==> src/rtl/submodule_insertion_selector_if.sv <==
// Handshake bundle between the sorting logic (master) and the insertion selector (slave).
interface submodule_insertion_selector_if #(
    parameter int N  = 5,
    parameter int RW = 3
);
    logic          start;
    logic [N-1:0]  nums;
    logic [RW-1:0] r;
    logic          busy;
    logic          sel_valid;
    logic          sel_ready;
    logic [N-1:0]  sel_mask;
    logic [RW-1:0] sel_count;
    logic          short;

    modport master (
        output start, nums, r, sel_ready,
        input  busy, sel_valid, sel_mask, sel_count, short
    );

    modport slave (
        input  start, nums, r, sel_ready,
        output busy, sel_valid, sel_mask, sel_count, short
    );
endinterface

==> src/rtl/submodule_insertion_selector.sv <==
// Builds an r-of-N insertion mask by scanning the eligibility vector one bit per clock.
// Optional macro ROTATE_PTR_EN: rotate the scan start pointer after each scan to spread insertion duty.
module submodule_insertion_selector #(
    parameter int N  = 5,
    parameter int RW = 3
) (
    input logic clk,
    input logic rst,
    submodule_insertion_selector_if.slave bus
);
    localparam int IW = (N > 1) ? $clog2(N) : 1;
    localparam int SW = $clog2(N + 1);

    typedef enum logic [1:0] {IDLE, SCAN, DONE} state_t;

    state_t        state_reg;
    logic [N-1:0]  nums_q_reg;
    logic [RW-1:0] r_q_reg;
    logic [N-1:0]  mask_reg;
    logic [RW-1:0] cnt_reg;
    logic [SW-1:0] steps_reg;
    logic [IW-1:0] idx_reg;
    logic          busy_reg;
    logic          sel_valid_reg;
    logic [N-1:0]  sel_mask_reg;
    logic [RW-1:0] sel_count_reg;
    logic          short_reg;

    logic [N-1:0]  hit_vec;
    logic [N-1:0]  mask_next;
    logic [RW-1:0] cnt_next;
    logic [SW-1:0] steps_next;
    logic [IW-1:0] idx_next;
    logic [IW-1:0] start_idx;
    logic [RW-1:0] r_clamped;
    logic          take;
    logic          scan_done;

`ifdef ROTATE_PTR_EN
    logic [IW-1:0] ptr_reg;
    assign start_idx = ptr_reg;
`else
    assign start_idx = '0;
`endif

    // One-hot decode of the bit under examination; avoids indexing past N with idx.
    generate
        for (genvar gi = 0; gi < N; gi++) begin : g_bit
            assign hit_vec[gi]   = nums_q_reg[gi] && (idx_reg == IW'(gi));
            assign mask_next[gi] = mask_reg[gi] | (take && (idx_reg == IW'(gi)));
        end
    endgenerate

    assign take       = (|hit_vec) && (cnt_reg < r_q_reg);
    assign cnt_next   = cnt_reg + RW'(take);
    assign steps_next = steps_reg + SW'(1);
    assign idx_next   = (idx_reg == IW'(N - 1)) ? '0 : idx_reg + IW'(1);
    assign scan_done  = (cnt_next == r_q_reg) || (steps_next == SW'(N));
    assign r_clamped  = (int'(bus.r) > N) ? RW'(N) : bus.r;

    always_ff @(posedge clk or posedge rst) begin
        if (rst) begin
            state_reg     <= IDLE;
            nums_q_reg    <= '0;
            r_q_reg       <= '0;
            mask_reg      <= '0;
            cnt_reg       <= '0;
            steps_reg     <= '0;
            idx_reg       <= '0;
            busy_reg      <= 1'b0;
            sel_valid_reg <= 1'b0;
            sel_mask_reg  <= '0;
            sel_count_reg <= '0;
            short_reg     <= 1'b0;
`ifdef ROTATE_PTR_EN
            ptr_reg       <= '0;
`endif
        end else begin
            case (state_reg)
                IDLE: begin
                    if (bus.start) begin
                        nums_q_reg <= bus.nums;
                        r_q_reg    <= r_clamped;
                        mask_reg   <= '0;
                        cnt_reg    <= '0;
                        steps_reg  <= '0;
                        idx_reg    <= start_idx;
                        busy_reg   <= 1'b1;
                        // Nothing to insert: publish an empty result without scanning.
                        if (r_clamped == '0) begin
                            state_reg     <= DONE;
                            sel_valid_reg <= 1'b1;
                            sel_mask_reg  <= '0;
                            sel_count_reg <= '0;
                            short_reg     <= 1'b0;
                        end else begin
                            state_reg <= SCAN;
                        end
                    end
                end
                SCAN: begin
                    mask_reg  <= mask_next;
                    cnt_reg   <= cnt_next;
                    steps_reg <= steps_next;
                    idx_reg   <= idx_next;
                    if (scan_done) begin
                        state_reg     <= DONE;
                        sel_valid_reg <= 1'b1;
                        sel_mask_reg  <= mask_next;
                        sel_count_reg <= cnt_next;
                        short_reg     <= (cnt_next < r_q_reg);
`ifdef ROTATE_PTR_EN
                        ptr_reg       <= idx_next;
`endif
                    end
                end
                DONE: begin
                    if (bus.sel_ready) begin
                        state_reg     <= IDLE;
                        sel_valid_reg <= 1'b0;
                        busy_reg      <= 1'b0;
                    end
                end
                default: state_reg <= IDLE;
            endcase
        end
    end

    assign bus.busy      = busy_reg;
    assign bus.sel_valid = sel_valid_reg;
    assign bus.sel_mask  = sel_mask_reg;
    assign bus.sel_count = sel_count_reg;
    assign bus.short     = short_reg;
endmodule

==> src/flat_wrapper.sv <==
// flat-port wrapper written by rule: the top's interface ports become plain ports
module submodule_insertion_selector_flat 
#(
    parameter int N  = 5,
    parameter int RW = 3
)
  (clk, rst, bus_start, bus_nums, bus_r, bus_sel_ready, bus_busy, bus_sel_valid, bus_sel_mask, bus_sel_count, bus_short);
  submodule_insertion_selector_if #(.N(N), .RW(RW)) bus_i ();
  input logic clk;
  input logic rst;
  input wire logic [$bits(bus_i.start)-1:0] bus_start;
  input wire logic [$bits(bus_i.nums)-1:0] bus_nums;
  input wire logic [$bits(bus_i.r)-1:0] bus_r;
  input wire logic [$bits(bus_i.sel_ready)-1:0] bus_sel_ready;
  output wire logic [$bits(bus_i.busy)-1:0] bus_busy;
  output wire logic [$bits(bus_i.sel_valid)-1:0] bus_sel_valid;
  output wire logic [$bits(bus_i.sel_mask)-1:0] bus_sel_mask;
  output wire logic [$bits(bus_i.sel_count)-1:0] bus_sel_count;
  output wire logic [$bits(bus_i.short)-1:0] bus_short;
  assign bus_i.start = bus_start;
  assign bus_i.nums = bus_nums;
  assign bus_i.r = bus_r;
  assign bus_i.sel_ready = bus_sel_ready;
  assign bus_busy = bus_i.busy;
  assign bus_sel_valid = bus_i.sel_valid;
  assign bus_sel_mask = bus_i.sel_mask;
  assign bus_sel_count = bus_i.sel_count;
  assign bus_short = bus_i.short;
  submodule_insertion_selector #(.N(N), .RW(RW)) u_core (.clk(clk), .rst(rst), .bus(bus_i));
endmodule
==> config.mk <==
export PLATFORM = sky130hd
export DESIGN_NAME = submodule_insertion_selector_flat
export DESIGN_NICKNAME = d
export VERILOG_FILES = /design/src/rtl/submodule_insertion_selector_if.sv /design/src/rtl/submodule_insertion_selector.sv /design/src/flat_wrapper.sv
export SDC_FILE = /design/constraint.sdc
export NUM_CORES = 1
export LEC_CHECK = 0
export CORE_MARGIN = 2
export CORE_UTILIZATION = 49
export CTS_BUF_LIST = sky130_fd_sc_hd__clkbuf_4 sky130_fd_sc_hd__clkbuf_8 sky130_fd_sc_hd__clkbuf_16
export CTS_CLUSTER_DIAMETER = 60
export DETAILED_ROUTE_END_ITERATION = 12
export HOLD_SLACK_MARGIN = 0.08
export PLACE_DENSITY = 0.75
export SLEW_MARGIN = 20
export SYNTH_ARGS = -nofsm -noshare
export SYNTH_HDL_FRONTEND = slang
export SYNTH_SLANG_ARGS = --single-unit
==> constraint.sdc <==
create_clock -name clk -period 3.2 [get_ports clk]
set_input_delay 0.64 -clock clk [delete_from_list [all_inputs] [get_ports clk]]
set_output_delay 0.64 -clock clk [all_outputs]
set_load 0.01 [all_outputs]
# Yosys cells after proc, flatten, opt, wreduce, memory -nomap -nowiden
# Cells that the tools add are included.
op_classes:
  n_bitwise: 5
  n_eq_ne: 12
  magnitude_cmp: 3
  n_addsub: 3
  n_mux: 32
  reduce_logical: 25
ops:
  columns: ["cell", "count"]
  rows:
  - ["case mux 3 bit (2 select lines)", 4]
  - ["two-way mux 5 bit", 4]
  - ["case mux 5 bit (2 select lines)", 2]
  - ["two-way mux 3 bit", 6]
  - ["logical AND 1 bit", 11]
  - ["two-way mux 1 bit", 8]
  - ["two-way mux 2 bit", 4]
  - ["adder 3 x 1 -> 3 bit (second input constant)", 2]
  - ["== test 3 x 2 -> 1 bit (second input constant)", 2]
  - ["== test 3 bit (second input constant)", 2]
  - ["zero test 3 bit", 2]
  - ["less-than comparator 3 bit", 2]
  - ["case mux 2 bit (3 select lines)", 1]
  - ["AND reduction 3 bit", 2]
  - ["OR 1 bit", 5]
  - ["AND reduction 5 bit", 1]
  - ["OR reduction 5 bit", 1]
  - ["inequality test 2 x 1 -> 1 bit (second input constant)", 2]
  - ["inequality test 2 bit (second input constant)", 2]
  - ["case mux 1 bit (2 select lines)", 2]
  - ["AND reduction 2 bit", 2]
  - ["AND reduction 4 bit", 1]
  - ["nonzero test 2 bit", 2]
  - ["adder 3 x 1 -> 3 bit", 1]
  - ["9 further kinds", 9]
totals:
  wordCells: 92
  regBits: 35
  out_inout_bits: 11
  inputBits: 12

# Logic depth before layout (Yosys ltp)
logic_depth:
  word_depth: 9
  mapped_depth: 15
  depth_no_buf: 14

# Least setup slack after synthesis
# Ideal clock, no wire load.
synth_path:
  path_kind: "register to register"
  startpoint: "register u_core.cnt_reg[2]"
  endpoint: "register u_core.short_reg (netlist: u_core.bus.short)"
  slack_ns: -0.041
  t_required_ns: 3.075
  n_path_buf: 1
  t_arrival_ns: 3.116
  path_stages_with_launch: 14
  period_less_slack_ns: 3.241
  setup_time_ns: 0.125
  cell_sequence: "dfrtp_1 ha_1 a21o_1 a31oi_1 nor2b_1 ha_1 ha_1 xor2_1 ha_1 and3_1 a21oi_2 a21o_1 buf_6 mux2_4"
synth_between:
  elab_chain_cells: 7
  elab_cells_between_ends: 10
  classes_between: "add/sub: 1; order compare: 2; eq/ne: 2; mux: 2; reduce/logical: 3"
synth_lines:
  columns: ["element", "line", "rtl"]
  rows:
  - ["start: declaration", "submodule_insertion_selector.sv:20", "logic [RW-1:0] cnt_reg;"]
  - ["start signal: assignment", "submodule_insertion_selector.sv:103", "cnt_reg <= cnt_next;"]
  - ["less-than comparator 3 bit", "submodule_insertion_selector.sv:54", "assign take = (|hit_vec) && (cnt_reg < r_q_reg);"]
  - ["logical AND 1 bit", "submodule_insertion_selector.sv:54", null]
  - ["adder 3 x 1 -> 3 bit *", "submodule_insertion_selector.sv:55", "assign cnt_next = cnt_reg + RW'(take);"]
  - ["parallel branches: the longest is 4 deep, another holds less-than comparator 3 bit", null, null]
  - ["end signal: assignment", "submodule_insertion_selector.sv:111", "short_reg <= (cnt_next < r_q_reg);"]
  - ["end: declaration", "submodule_insertion_selector.sv:27", "logic short_reg;"]
# Every way passes the cells marked *. The select of a mux whose other input is x is not followed.
# A chain may end at the register's enable or synchronous reset.

# Worst setup path in the final report
layout_path:
  startpoint: "register u_core.idx_reg[1]"
  endpoint: "register u_core.sel_count_reg[0] (netlist: u_core.bus.sel_count[0])"
layout_between:
  elab_chain_cells: 9
  elab_cells_between_ends: 19
  classes_between: "add/sub: 1; eq/ne: 6; mux: 2; reduce/logical: 10"
layout_lines:
  columns: ["element", "line", "rtl"]
  rows:
  - ["start: declaration", "submodule_insertion_selector.sv:22", "logic [IW-1:0] idx_reg;"]
  - ["start signal: assignment", "submodule_insertion_selector.sv:87", "idx_reg <= start_idx;"]
  - ["start signal: assignment", "submodule_insertion_selector.sv:105", "idx_reg <= idx_next;"]
  - ["== test 3 x 1 -> 1 bit, or another cell as far along", "submodule_insertion_selector.sv:49", "assign hit_vec[gi] = nums_q_reg[gi] && (idx_reg == IW'(gi));"]
  - ["logical AND 1 bit", "submodule_insertion_selector.sv:49", null]
  - ["OR reduction 5 bit *", "submodule_insertion_selector.sv:54", null]
  - ["logical AND 1 bit *", "submodule_insertion_selector.sv:54", null]
  - ["adder 3 x 1 -> 3 bit *", "submodule_insertion_selector.sv:55", null]
  - ["== test 3 bit", "submodule_insertion_selector.sv:58", "assign scan_done = (cnt_next == r_q_reg) || (steps_next == SW'(N));"]
  - ["logical OR 1 bit", "submodule_insertion_selector.sv:58", null]
  - ["inequality test 2 x 1 -> 1 bit (no line)", null, null]
  - ["AND reduction 4 bit (no line)", null, null]
  - ["end signal: assignment", "submodule_insertion_selector.sv:110", "sel_count_reg <= cnt_next;"]
  - ["end: declaration", "submodule_insertion_selector.sv:26", "logic [RW-1:0] sel_count_reg;"]
# Mark *: on every way between the ends. The rest lies on a longest branch, timed or not. The select of a mux whose other input is x is not followed.

==> qor_table.md <==
| Parameter | This run | Unit |
| --- | --- | --- |
| Post-detailed-route DRC marker count | 0 | - |
| Peak supply drop | 0.5099 | mV |
| CTS clock-pin slew for the worst setup and hold paths | 0.07 | ns |
| Wire length per cell | 17.02 | um |
| Clock network fraction of design power | 13.7 | % |
| Result of the run | finished clean | - |
| Die Height | 65.14 | um |
| RD Place Congestion | 0.8219 | - |
| Total CTS buffers | 5 | - |
| Share of cells above drive strength 1 | 20.66 | % |
| Final Slew Violations | 0 | - |
| Number of core rows | 22 | - |
| Gate count of the mapped netlist | 179 | - |
| Syn_nets | 205 | - |
| Drt total wl | 4442 | um |
| Maximum number of pins on one net before global-route repair | 36 | - |
| Crit path launch | u_core.idx_reg[1]$_DFFE_PP0P_ | - |
| Arrival time of the worst setup path | 3.27 | ns |
| Initial antenna violation count | 0 | - |
| CP endpoint kind | register | - |
| Count of flip-flops with a built-in enable after synthesis | 0 | - |
| Core Region | 0.003633 | mm^2 |
| Avg Synthesized Cell Area | 10.23 | um^2 |
| Sequential share of power | 31.9 | % |
| Layout Cell Area excl Fill | 0.002354 | mm^2 |
| Count of final hold-check violations | 0 | - |
| Count of pins on the block boundary | 23 | - |
| Prevailing post-synth register cell | sky130_fd_sc_hd__dfrtp_1 | - |
| Critical path class | register to register | - |
| Number of cell instances on the worst register-to-register path | 15 | - |
| Clock root buffer | sky130_fd_sc_hd__clkbuf_8 | - |
| Number of nets in the layout | 239 | - |
| CTS tree | done | - |
| Clock Path Buffers | 2 | - |
| Total leakage power | 1.031 | nW |
| Endpoint of the worst setup timing path | u_core.bus.sel_count[0]$_DFFE_PP0P_ | - |
| Combinational share of power | 54.4 | % |
| Relative area change from synthesis to final layout | 28.48 | % |
| Final worst path period share | 96.53 | % |
| Post-synthesis sequential area ratio | 47.81 | % |
| Crit start category | register | - |
| Die Footprint | 0.004243 | mm^2 |
| Starting DRT DRC Count | 72 | - |
| F_max | 323.8 | MHz |
| H-tree Lvls | 2 | - |
| Total of flip-flops plus latches after synthesis | 35 | - |
| Sw frac | 41.12 | % |
| Worst Path Max Fanout | 4 | - |
| Clock Sink Count | 35 | - |
| FF-to-FF Start | u_core.idx_reg[1]$_DFFE_PP0P_ | - |
| Count of distinct cell types in the synthesized netlist | 37 | - |
| Areal power density over the cells | 1027 | mW/mm^2 |
| Data required time of the critical path | 3.38 | ns |
| Min-delay worst type | register to register | - |
| Worst-case clock skew | 0.003801 | ns |
| Slew at the pin closest to its max-slew limit | 0.7652 | ns |
| Global-route wire length before repair | 6858 | um |
| Tmin final | 3.089 | ns |
| Internal reg-to-reg setup slack | 0.11 | ns |
| Switching power | 0.0009942 | W |
| Internal power consumption | 0.001424 | W |
| Combined global-route utilization of all metal layers | 21.68 | % |
| Proportion of register bits with asynchronous set or reset after synthesis | 100.0 | % |
| Die Wd | 65.14 | um |
| Final setup vio count | 0 | - |
| First-pass iteration count of the detailed router | 4 | - |
| Detailed-placement wirelength estimate | 2978 | um |
| Later-pin clock latency in the skew report | 0.29 | ns |
| Synthesized cell area | 0.001832 | mm^2 |
| Vias in the first global route | 1466 | - |
| Standard cell area after detailed placement | 0.002136 | mm^2 |
| Count of inserted antenna diode cells | 0 | - |
| Worst relative slew slack | 48.88 | % |
| Total global routing overflow | 0 | - |
| Quantity of I/O buffers inserted on ports | 22 | - |
| Vias per cell | 5.747 | - |
| Number of hold-repair buffers added at the cts stage | 0 | - |
| Initial cell density of the core | 50.41 | % |
| Via total after detailed routing | 1500 | - |
| Warning count from the yosys run | 0 | - |
| Fill cell count | 288 | - |
| Antenna-violating nets left | 0 | - |
| Endpoint of the lowest-slack register-to-register path | u_core.bus.sel_count[0]$_DFFE_PP0P_ | - |
| Max-capacitance violation count | 0 | - |
| Fin Setup TNS | 0 | ns |
-- cells in the final DEF (no fill, tap or decap), types with 2 or more instances in the layout --
cell	n
sky130_fd_sc_hd__nand2_1	20
sky130_fd_sc_hd__o21ai_0	19
sky130_fd_sc_hd__mux2_2	5
sky130_fd_sc_hd__o2bb2ai_1	4
sky130_fd_sc_hd__buf_4	11
sky130_fd_sc_hd__nand2b_1	3
sky130_fd_sc_hd__ha_2	4
sky130_fd_sc_hd__ha_1	7
sky130_fd_sc_hd__a21oi_1	7
sky130_fd_sc_hd__ha_4	3
sky130_fd_sc_hd__clkdlybuf4s50_1	22
sky130_fd_sc_hd__a22o_1	4
sky130_fd_sc_hd__a41oi_1	2
sky130_fd_sc_hd__dfrtp_2	2
sky130_fd_sc_hd__o211ai_1	2
sky130_fd_sc_hd__inv_1	12
sky130_fd_sc_hd__dfrtp_1	33
sky130_fd_sc_hd__nor2b_1	4
sky130_fd_sc_hd__nor2_1	4
sky130_fd_sc_hd__o21bai_1	2
sky130_fd_sc_hd__nand3b_1	2
sky130_fd_sc_hd__inv_2	2
sky130_fd_sc_hd__o31ai_1	3
sky130_fd_sc_hd__nor3_1	3
sky130_fd_sc_hd__a21o_1	2
sky130_fd_sc_hd__nand3_1	5
sky130_fd_sc_hd__clkbuf_8	6
-- cell usage after synthesis, drive strengths merged (2+ instances only) --
library cell,n,area [um^2]
a21o,2,15.01
a21oi,8,43.79
a22o,4,35.03
a31oi,3,18.77
a41oi,2,17.52
buf,5,31.28
dfrtp,35,875.8
ha,14,175.2
inv,14,52.55
mux2,6,71.31
nand2,20,75.07
nand2b,4,25.02
nand3,5,25.02
nand3b,2,15.01
nor2,4,15.01
nor2b,5,31.28
nor3,3,15.01
o211ai,2,15.01
o21ai,19,95.09
o21bai,2,15.01
o2bb2ai,4,35.03
o31ai,3,22.52
xor2,2,17.52
-- worst max-delay path, cell delays in order (launching register included) --
cell and delay [ns]:
sky130_fd_sc_hd__dfrtp_1 0.43, sky130_fd_sc_hd__ha_2 0.23, sky130_fd_sc_hd__ha_4 0.16, sky130_fd_sc_hd__nand2_1 0.08
sky130_fd_sc_hd__o211ai_1 0.10, sky130_fd_sc_hd__a31oi_2 0.24, sky130_fd_sc_hd__nor2b_4 0.06, sky130_fd_sc_hd__ha_2 0.20
sky130_fd_sc_hd__ha_4 0.17, sky130_fd_sc_hd__xor2_2 0.15, sky130_fd_sc_hd__ha_1 0.30, sky130_fd_sc_hd__and3_4 0.21
sky130_fd_sc_hd__a21oi_4 0.04, sky130_fd_sc_hd__a21o_1 0.24, sky130_fd_sc_hd__buf_4 0.15, sky130_fd_sc_hd__a22o_1 0.22
-- cell families (layout without fill, tap and decap cells) --
kind of cell               Yosys count  in the layout  synth area share, %
xor gates and xnor gates             2              2               0.9565
buffers and inverters               20             54                4.781
adders and majority gates           14             14                9.563
DFF                                 35             35                47.81
AOI/OAI and AO/OA                   55             55                19.81
and+or+nand+nor                     46             46                12.64
muxes                                7              7                4.439
-- layer usage --
| layer | wire length [um] | vias to the layer above | part of all wire, % | GRT usage (%) |
|---|---|---|---|---|
| met5 | 0 | - | 0 | 0 |
| met4 | 70 | 0 | 1.6 | 7.813 |
| met3 | 176 | 10 | 4.0 | 4.110 |
| met2 | 2295 | 54 | 52 | 38.53 |
| met1 | 1901 | 729 | 43 | 26.27 |
| li1 | - | 707 | - | - |
-- how the worst min path moves through the flow --
stage / from / endpoint / slack [ns] / cells after the start
after floorplan: u_core.cnt_reg[0]$_DFFE_PP0P_ / u_core.cnt_reg[0]$_DFFE_PP0P_ / 0.47 / 2
after global placement: u_core.bus.sel_mask[4]$_DFFE_PP0P_ / u_core.bus.sel_mask[4]$_DFFE_PP0P_ / 0.47 / 1
after detailed placement: u_core.bus.sel_mask[1]$_DFFE_PP0P_ / u_core.bus.sel_mask[1]$_DFFE_PP0P_ / 0.47 / 1
after CTS: u_core.bus.sel_mask[0]$_DFFE_PP0P_ / u_core.bus.sel_mask[0]$_DFFE_PP0P_ / 0.49 / 1
after global routing: u_core.bus.sel_mask[1]$_DFFE_PP0P_ / u_core.bus.sel_mask[1]$_DFFE_PP0P_ / 0.51 / 1
final: u_core.bus.sel_mask[4]$_DFFE_PP0P_ / u_core.bus.sel_mask[4]$_DFFE_PP0P_ / 0.49 / 1
-- repair_timing --
| item | CTS | global route |
|---|---|---|
| endpoints found under the hold margin | 0 | 0 |
| setup endpoints to repair | 1 | 12 |
| pin swaps | 0 | 4 |
| resized for setup | 2 | 21 |
| buffers inserted | 0 | 4 |
-- per-stage QoR --
step	instances	setup WS (ns)	util (%)	hold WS (ns)	power, W
5_1_grt	261	-0.006613	64.77	0.5141	0.002586
4_1_cts	257	0.01567	61.47	0.4946	0.002221
3_5_place_dp	250	-0.004900	58.78	0.4746	0.001876
3_3_place_gp	250	0.1413	58.78	0.4741	0.001813
6_report	261	0.1112	64.77	0.4946	0.002418
2_1_floorplan	179	0.06017	-	0.4668	0.001479
-- power groups by stage --
stage          Sequential (W)  Combinational (W)  Clock, W
2_1_floorplan        0.000717           0.000763         0
3_3_place_gp         0.000756            0.00106         0
3_5_place_dp         0.000761            0.00111         0
4_1_cts              0.000756            0.00113  0.000337
5_1_grt              0.000791            0.00144  0.000357
6_report             0.000772            0.00132  0.000330
-- area by class of cell --
type,count,area (um^2),area share [%]
multi-input cells,124,972.2,41.31
flip-flops and latches,35,878.3,37.32
repair buffers,33,302.8,12.87
clock buffers,6,82.58,3.509
well taps,48,60.06,2.552
inverters,14,52.55,2.233
clock inverters,1,5.005,0.2127
(Power assumes the default switching activity.)
